--- src/rtl/serial_pkg.sv ---
// Shared definitions for the serial link transmitter and its matching receiver.
// Latency: n/a (types and constants only).
// Backpressure: n/a.
// Contents: FSM state encoding, line-level constants, frame length helper.
package serial_pkg;

  // Frame phases; encodings are shared with the receiver so state dumps line up.
  typedef enum logic [1:0] {
    ST_IDLE  = 2'd0,
    ST_START = 2'd1,
    ST_DATA  = 2'd2,
    ST_STOP  = 2'd3
  } serial_state_t;

  // Level held on the line between frames (and used for the stop bit).
  localparam logic LINE_IDLE = 1'b1;
  // Level that marks the beginning of a frame.
  localparam logic START_BIT = 1'b0;

  // Clock cycles from the first start-bit cycle to the end of the stop bit.
  function automatic int frame_cycles(input int width, input int clks_per_bit);
    return (width + 2) * clks_per_bit;
  endfunction

endpackage

--- src/rtl/serial_tx_bit_timer.sv ---
// Bit-period timer: counts clock cycles within one serial bit slot.
// Latency: bit_end asserts on the CLKS_PER_BIT-th cycle after a clear.
// Backpressure: none; free-running, restarted by clear.
// Ports:
//   Clk     - system clock
//   Rst_n   - asynchronous active-low reset
//   clear   - restart the count at zero on the next edge
//   bit_end - high in the last cycle of the current bit slot
module bit_timer #(
  parameter int CLKS_PER_BIT = 4
) (
  input  logic Clk,
  input  logic Rst_n,
  input  logic clear,
  output logic bit_end
);

  localparam int CNT_W = $clog2(CLKS_PER_BIT + 1);
  localparam logic [CNT_W-1:0] CNT_LAST = CNT_W'(CLKS_PER_BIT - 1);

  logic [CNT_W-1:0] cnt;

  // With CLKS_PER_BIT=1 the count never leaves zero, so bit_end is constantly high.
  assign bit_end = (cnt == CNT_LAST);

  always_ff @(posedge Clk or negedge Rst_n) begin
    if (!Rst_n) begin
      cnt <= '0;
    end else if (clear || bit_end) begin
      cnt <= '0;
    end else begin
      cnt <= cnt + CNT_W'(1);
    end
  end

endmodule

--- src/rtl/serial_tx.sv ---
// Serial transmitter: start bit, WIDTH data bits LSB first, stop bit, on a registered line.
// Latency: start bit appears the cycle after Load is accepted; frame lasts (WIDTH+2)*CLKS_PER_BIT cycles.
// Backpressure: Load is accepted only while Ready is high; Load during a frame is dropped, not queued.
// Ports:
//   Clk, Rst_n - clock and asynchronous active-low reset
//   D, Load    - parallel word and load request (taken when Load && Ready)
//   Ready/Busy - idle-and-accepting / frame-in-progress (always complementary)
//   Tx         - registered serial line, idles high
//   Done       - one-cycle pulse in the first idle cycle after a stop bit
module serial_tx
  import serial_pkg::*;
#(
  parameter int WIDTH        = 8,
  parameter int CLKS_PER_BIT = 4
) (
  input  logic             Clk,
  input  logic             Rst_n,
  input  logic [WIDTH-1:0] D,
  input  logic             Load,
  output logic             Ready,
  output logic             Busy,
  output logic             Tx,
  output logic             Done
);

  localparam int IDX_W = (WIDTH > 1) ? $clog2(WIDTH) : 1;
  localparam logic [IDX_W-1:0] IDX_LAST = IDX_W'(WIDTH - 1);

  serial_state_t    state_q, state_d;
  logic [WIDTH-1:0] shift_q, shift_d;
  logic [IDX_W-1:0] idx_q, idx_d;
  logic             tx_q, tx_d;
  logic             done_q, done_d;
  logic             bit_end;
  logic             timer_clear;

  // Every phase change (including load acceptance) starts a fresh bit slot.
  assign timer_clear = (state_d != state_q);

  bit_timer #(
    .CLKS_PER_BIT(CLKS_PER_BIT)
  ) u_bit_timer (
    .Clk    (Clk),
    .Rst_n  (Rst_n),
    .clear  (timer_clear),
    .bit_end(bit_end)
  );

  always_ff @(posedge Clk or negedge Rst_n) begin
    if (!Rst_n) begin
      state_q <= ST_IDLE;
      shift_q <= '0;
      idx_q   <= '0;
      tx_q    <= LINE_IDLE;
      done_q  <= 1'b0;
    end else begin
      state_q <= state_d;
      shift_q <= shift_d;
      idx_q   <= idx_d;
      tx_q    <= tx_d;
      done_q  <= done_d;
    end
  end

  always_comb begin
    state_d = state_q;
    shift_d = shift_q;
    idx_d   = idx_q;
    done_d  = 1'b0;
    tx_d    = LINE_IDLE;

    unique case (state_q)
      ST_IDLE: begin
        if (Load) begin
          shift_d = D;
          state_d = ST_START;
        end
      end
      ST_START: begin
        if (bit_end) begin
          state_d = ST_DATA;
          idx_d   = '0;
        end
      end
      ST_DATA: begin
        if (bit_end) begin
          shift_d = shift_q >> 1;
          if (idx_q == IDX_LAST) begin
            state_d = ST_STOP;
          end else begin
            idx_d = idx_q + IDX_W'(1);
          end
        end
      end
      ST_STOP: begin
        if (bit_end) begin
          state_d = ST_IDLE;
          done_d  = 1'b1;
        end
      end
      default: begin
        state_d = ST_IDLE;
      end
    endcase

    // The line level is computed from the upcoming phase so Tx can be a plain
    // flop that changes on the same edge as the state.
    unique case (state_d)
      ST_START: tx_d = START_BIT;
      ST_DATA:  tx_d = shift_d[0];
      default:  tx_d = LINE_IDLE;
    endcase
  end

  assign Ready = (state_q == ST_IDLE);
  assign Busy  = ~Ready;
  assign Tx    = tx_q;
  assign Done  = done_q;

endmodule

--- config.mk ---
export PLATFORM = sky130hd
export DESIGN_NAME = serial_tx
export DESIGN_NICKNAME = d
export VERILOG_FILES = /design/src/rtl/serial_pkg.sv /design/src/rtl/serial_tx_bit_timer.sv /design/src/rtl/serial_tx.sv
export SDC_FILE = /design/constraint.sdc
export NUM_CORES = 1
export LEC_CHECK = 0
export ABC_AREA = 1
export BUFFER_PORTS_ARGS = -buffer_cell sky130_fd_sc_hd__buf_4
export CORE_MARGIN = 2
export CORE_UTILIZATION = 58
export DETAILED_ROUTE_END_ITERATION = 12
export GPL_ROUTABILITY_DRIVEN = 0
export PLACE_DENSITY = 0.93
export REMOVE_ABC_BUFFERS = 1
export SETUP_SLACK_MARGIN = 0.4
export SYNTH_ARGS = -nofsm -noshare
export SYNTH_HDL_FRONTEND = slang
export SYNTH_SLANG_ARGS = --single-unit
--- constraint.sdc ---
create_clock -name Clk -period 2.7 [get_ports Clk]
set_input_delay 0.135 -clock Clk [delete_from_list [all_inputs] [get_ports Clk]]
set_output_delay 0.135 -clock Clk [all_outputs]
set_load 0.02 [all_outputs]
==> results.sh <==
export IMPL_status="finished, final reports clean"
export IMPL_ys_types=18
export IMPL_critPathRequiredTime_ns=2.88
export IMPL_period_minus_slack_ns=1.539
export IMPL_skew_ns=0.004304
export IMPL_first_iter_violations=24
export IMPL_final_antenna_net_count=0
export IMPL_die_x_um=43.96
export IMPL_syn_to_final_growth_pct=18.51
export IMPL_clkSinkCount=18
export IMPL_layout_commonest_cell="nand2_1"
export IMPL_vias=729
export IMPL_setup_viol=0
export IMPL_die_h_um=43.96
export IMPL_synth_ff_latch_count=18
export IMPL_start_util_pct=61.46
export IMPL_worst_slew_pin_slew_ns=0.2849
export IMPL_cellPowerDensity_mw_per_mm2=962.2
export IMPL_layout_common_cells="nand2_1 (36), dfrtp_1 (17), buf_4 (14)"
export IMPL_syn_area_um2=925.9
export IMPL_fill_cells=111
export IMPL_rsz0062_at_grt="false"
export IMPL_fin_nets=139
export IMPL_leakagePower_nw=0.6080
export IMPL_critPathKind="reg2reg"
export IMPL_cts_buffer_depth=2
export IMPL_synth_seq_area_share_pct=48.78
export IMPL_numPortBuffers=14
export IMPL_cts_tree="yes"
export IMPL_clkSlewWorstSetupHoldPaths_ns=0.10
export IMPL_cts_buffers=3
export IMPL_crit_path_start_kind="flop"
export IMPL_die_area_mm2=0.001932
export IMPL_finalMaxSlewViolations=0
export IMPL_fmax_mhz=649.7
export IMPL_vias_per_cell=5.283
export IMPL_core_area_mm2=0.001506
export IMPL_wire_per_inst_um=12.15
export IMPL_fin_crit_sh_pct=57.01
export IMPL_ys_warn_count=0
export IMPL_maxSlewHeadroom_pct=81.01
export IMPL_drive_above_1_share_pct=23.77
export IMPL_cp_data_arrival_time_ns=1.72
export IMPL_cts_root_buf="clkbuf_4"
export IMPL_ir_drop_mv=0.6670
export IMPL_dp_hpwl_um=1323
export IMPL_syn_inst=103
export IMPL_ios=15
export IMPL_drc=0
export IMPL_synth_top_area_share_pct=45.95
export IMPL_cap_viol_max_count=0
export IMPL_clock_latency_ns=0.29
export IMPL_grt_max_degree=19
export IMPL_numPlacedInstances=133
export IMPL_fin_setup_tns_ns=0
export IMPL_critPathCaptureType="flop"
export IMPL_grt_pass1_wl_um=2953
export IMPL_antenna_found_initial=0
export IMPL_instances_no_fill=138
export IMPL_cts_htree_levels=1
export IMPL_hp_class="in2reg"
export IMPL_grt_pass1_vias=733
export IMPL_cp_max_fo=7
export IMPL_overflow=0
export IMPL_rows=14
export IMPL_syn_area_per_cell_um2=8.989
export IMPL_synth_area_top_cells="dfrtp_1 (46%), nand2_1 (15%), ha_1 (6.8%)"
export IMPL_drtPass1Iterations=4
export IMPL_gr_usage_all_layers_pct=20.82
export IMPL_wl_um=1677
export IMPL_synth_area_leader_cell="dfrtp_1"
export IMPL_hold_violations=0
export IMPL_antenna_cells=0
[synthesized netlist by cell type]
cell,n
nor2_8,3
o21ai_0,1
nor2_2,1
dfrtp_1,17
nand2_1,36
nand2_4,1
nor2_4,1
a22oi_1,6
dfstp_2,1
or2_2,1
nor2_1,4
a21oi_1,1
nand3_1,6
ha_1,5
o21ai_1,5
inv_2,3
o211ai_1,1
inv_1,10
[state kept, by name (all words and copies together) (netlist names)]
name / cells
idx_q: 3
u_bit_timer.cnt: 3
Done: 1
shift_q: 8
state_q: 2
Tx: 1
[critical path: stages (launching register included)]
cell     delay, ns
dfrtp_1       0.41
ha_1          0.23
ha_1          0.22
inv_1         0.19
nor2_8        0.09
a22oi_1       0.21
nand2_1       0.08
[worst paths after layout]
path	cells after the start	end	from	slack, ns
worst max-delay path	6	shift_q[6]	u_bit_timer.cnt[0]	1.16
worst min-delay path	3	shift_q[7]	D[7]	0.05
worst max register to register	6	shift_q[6]	u_bit_timer.cnt[0]	1.16
worst min register to register	1	u_bit_timer.cnt[0]	u_bit_timer.cnt[0]	0.47
max in group asynchronous	2	Tx	Rst_n	2.21
min in group asynchronous	2	idx_q[0]	Rst_n	0.24
[per-stage QoR]
step	hold WS [ns]	worst slack (ns)	power (mW)	cell area [um^2]	util (%)
after floorplan	-0.1606	1.302	0.7680	925.9	-
after global routing	0.05361	1.069	1.137	1097	72.84
after global placement	0.01004	1.297	0.8692	1051	69.77
final	0.04541	1.161	1.056	1097	72.84
after CTS	0.04437	1.163	1.063	1097	72.84
after detailed placement	0.01189	1.178	0.8976	1051	69.77
[area by class of cell]
| type | instances | area [um^2] | share of cell area, % |
|---|---|---|---|
| Sequential cell | 18 | 451.7 | 41.16 |
| Tap cell | 16 | 20.02 | 1.824 |
| Multi-Input combinational cell | 72 | 425.4 | 38.77 |
| Clock buffer | 4 | 36.28 | 3.307 |
| Inverter | 13 | 48.80 | 4.447 |
| Timing Repair Buffer | 15 | 115.1 | 10.49 |
[report_power, final]
part / internal [mW] / switching [mW] / leakage [nW]
combinational: 0.161 / 0.268 / 0.362
sequential: 0.385 / 0.0804 / 0.225
clock: 0.0822 / 0.0788 / 0.0210
[repair_timing]
item / in CTS / in global routing
hold buffers: 1 / 0
buffers inserted: 0 / 0
endpoints found under the hold margin: 18 / 0
resized for setup: 0 / 0
[routing by layer]
layer / wire [um] / GRT usage (%)
met1: 718 / 25.47
met3: 54 / 2.917
met2: 868 / 35.00
met4: 36 / 11.52
met5: 0 / 0
[logic make-up after synthesis]
logic type,count (synthesis),synth area share [%]
AOI/OAI and AO/OA,14,9.458
adders and majority gates,5,6.757
DFF,18,48.78
and+or+nand+nor,53,29.73
buffers and inverters,13,5.271
(Power assumes the default switching activity.)
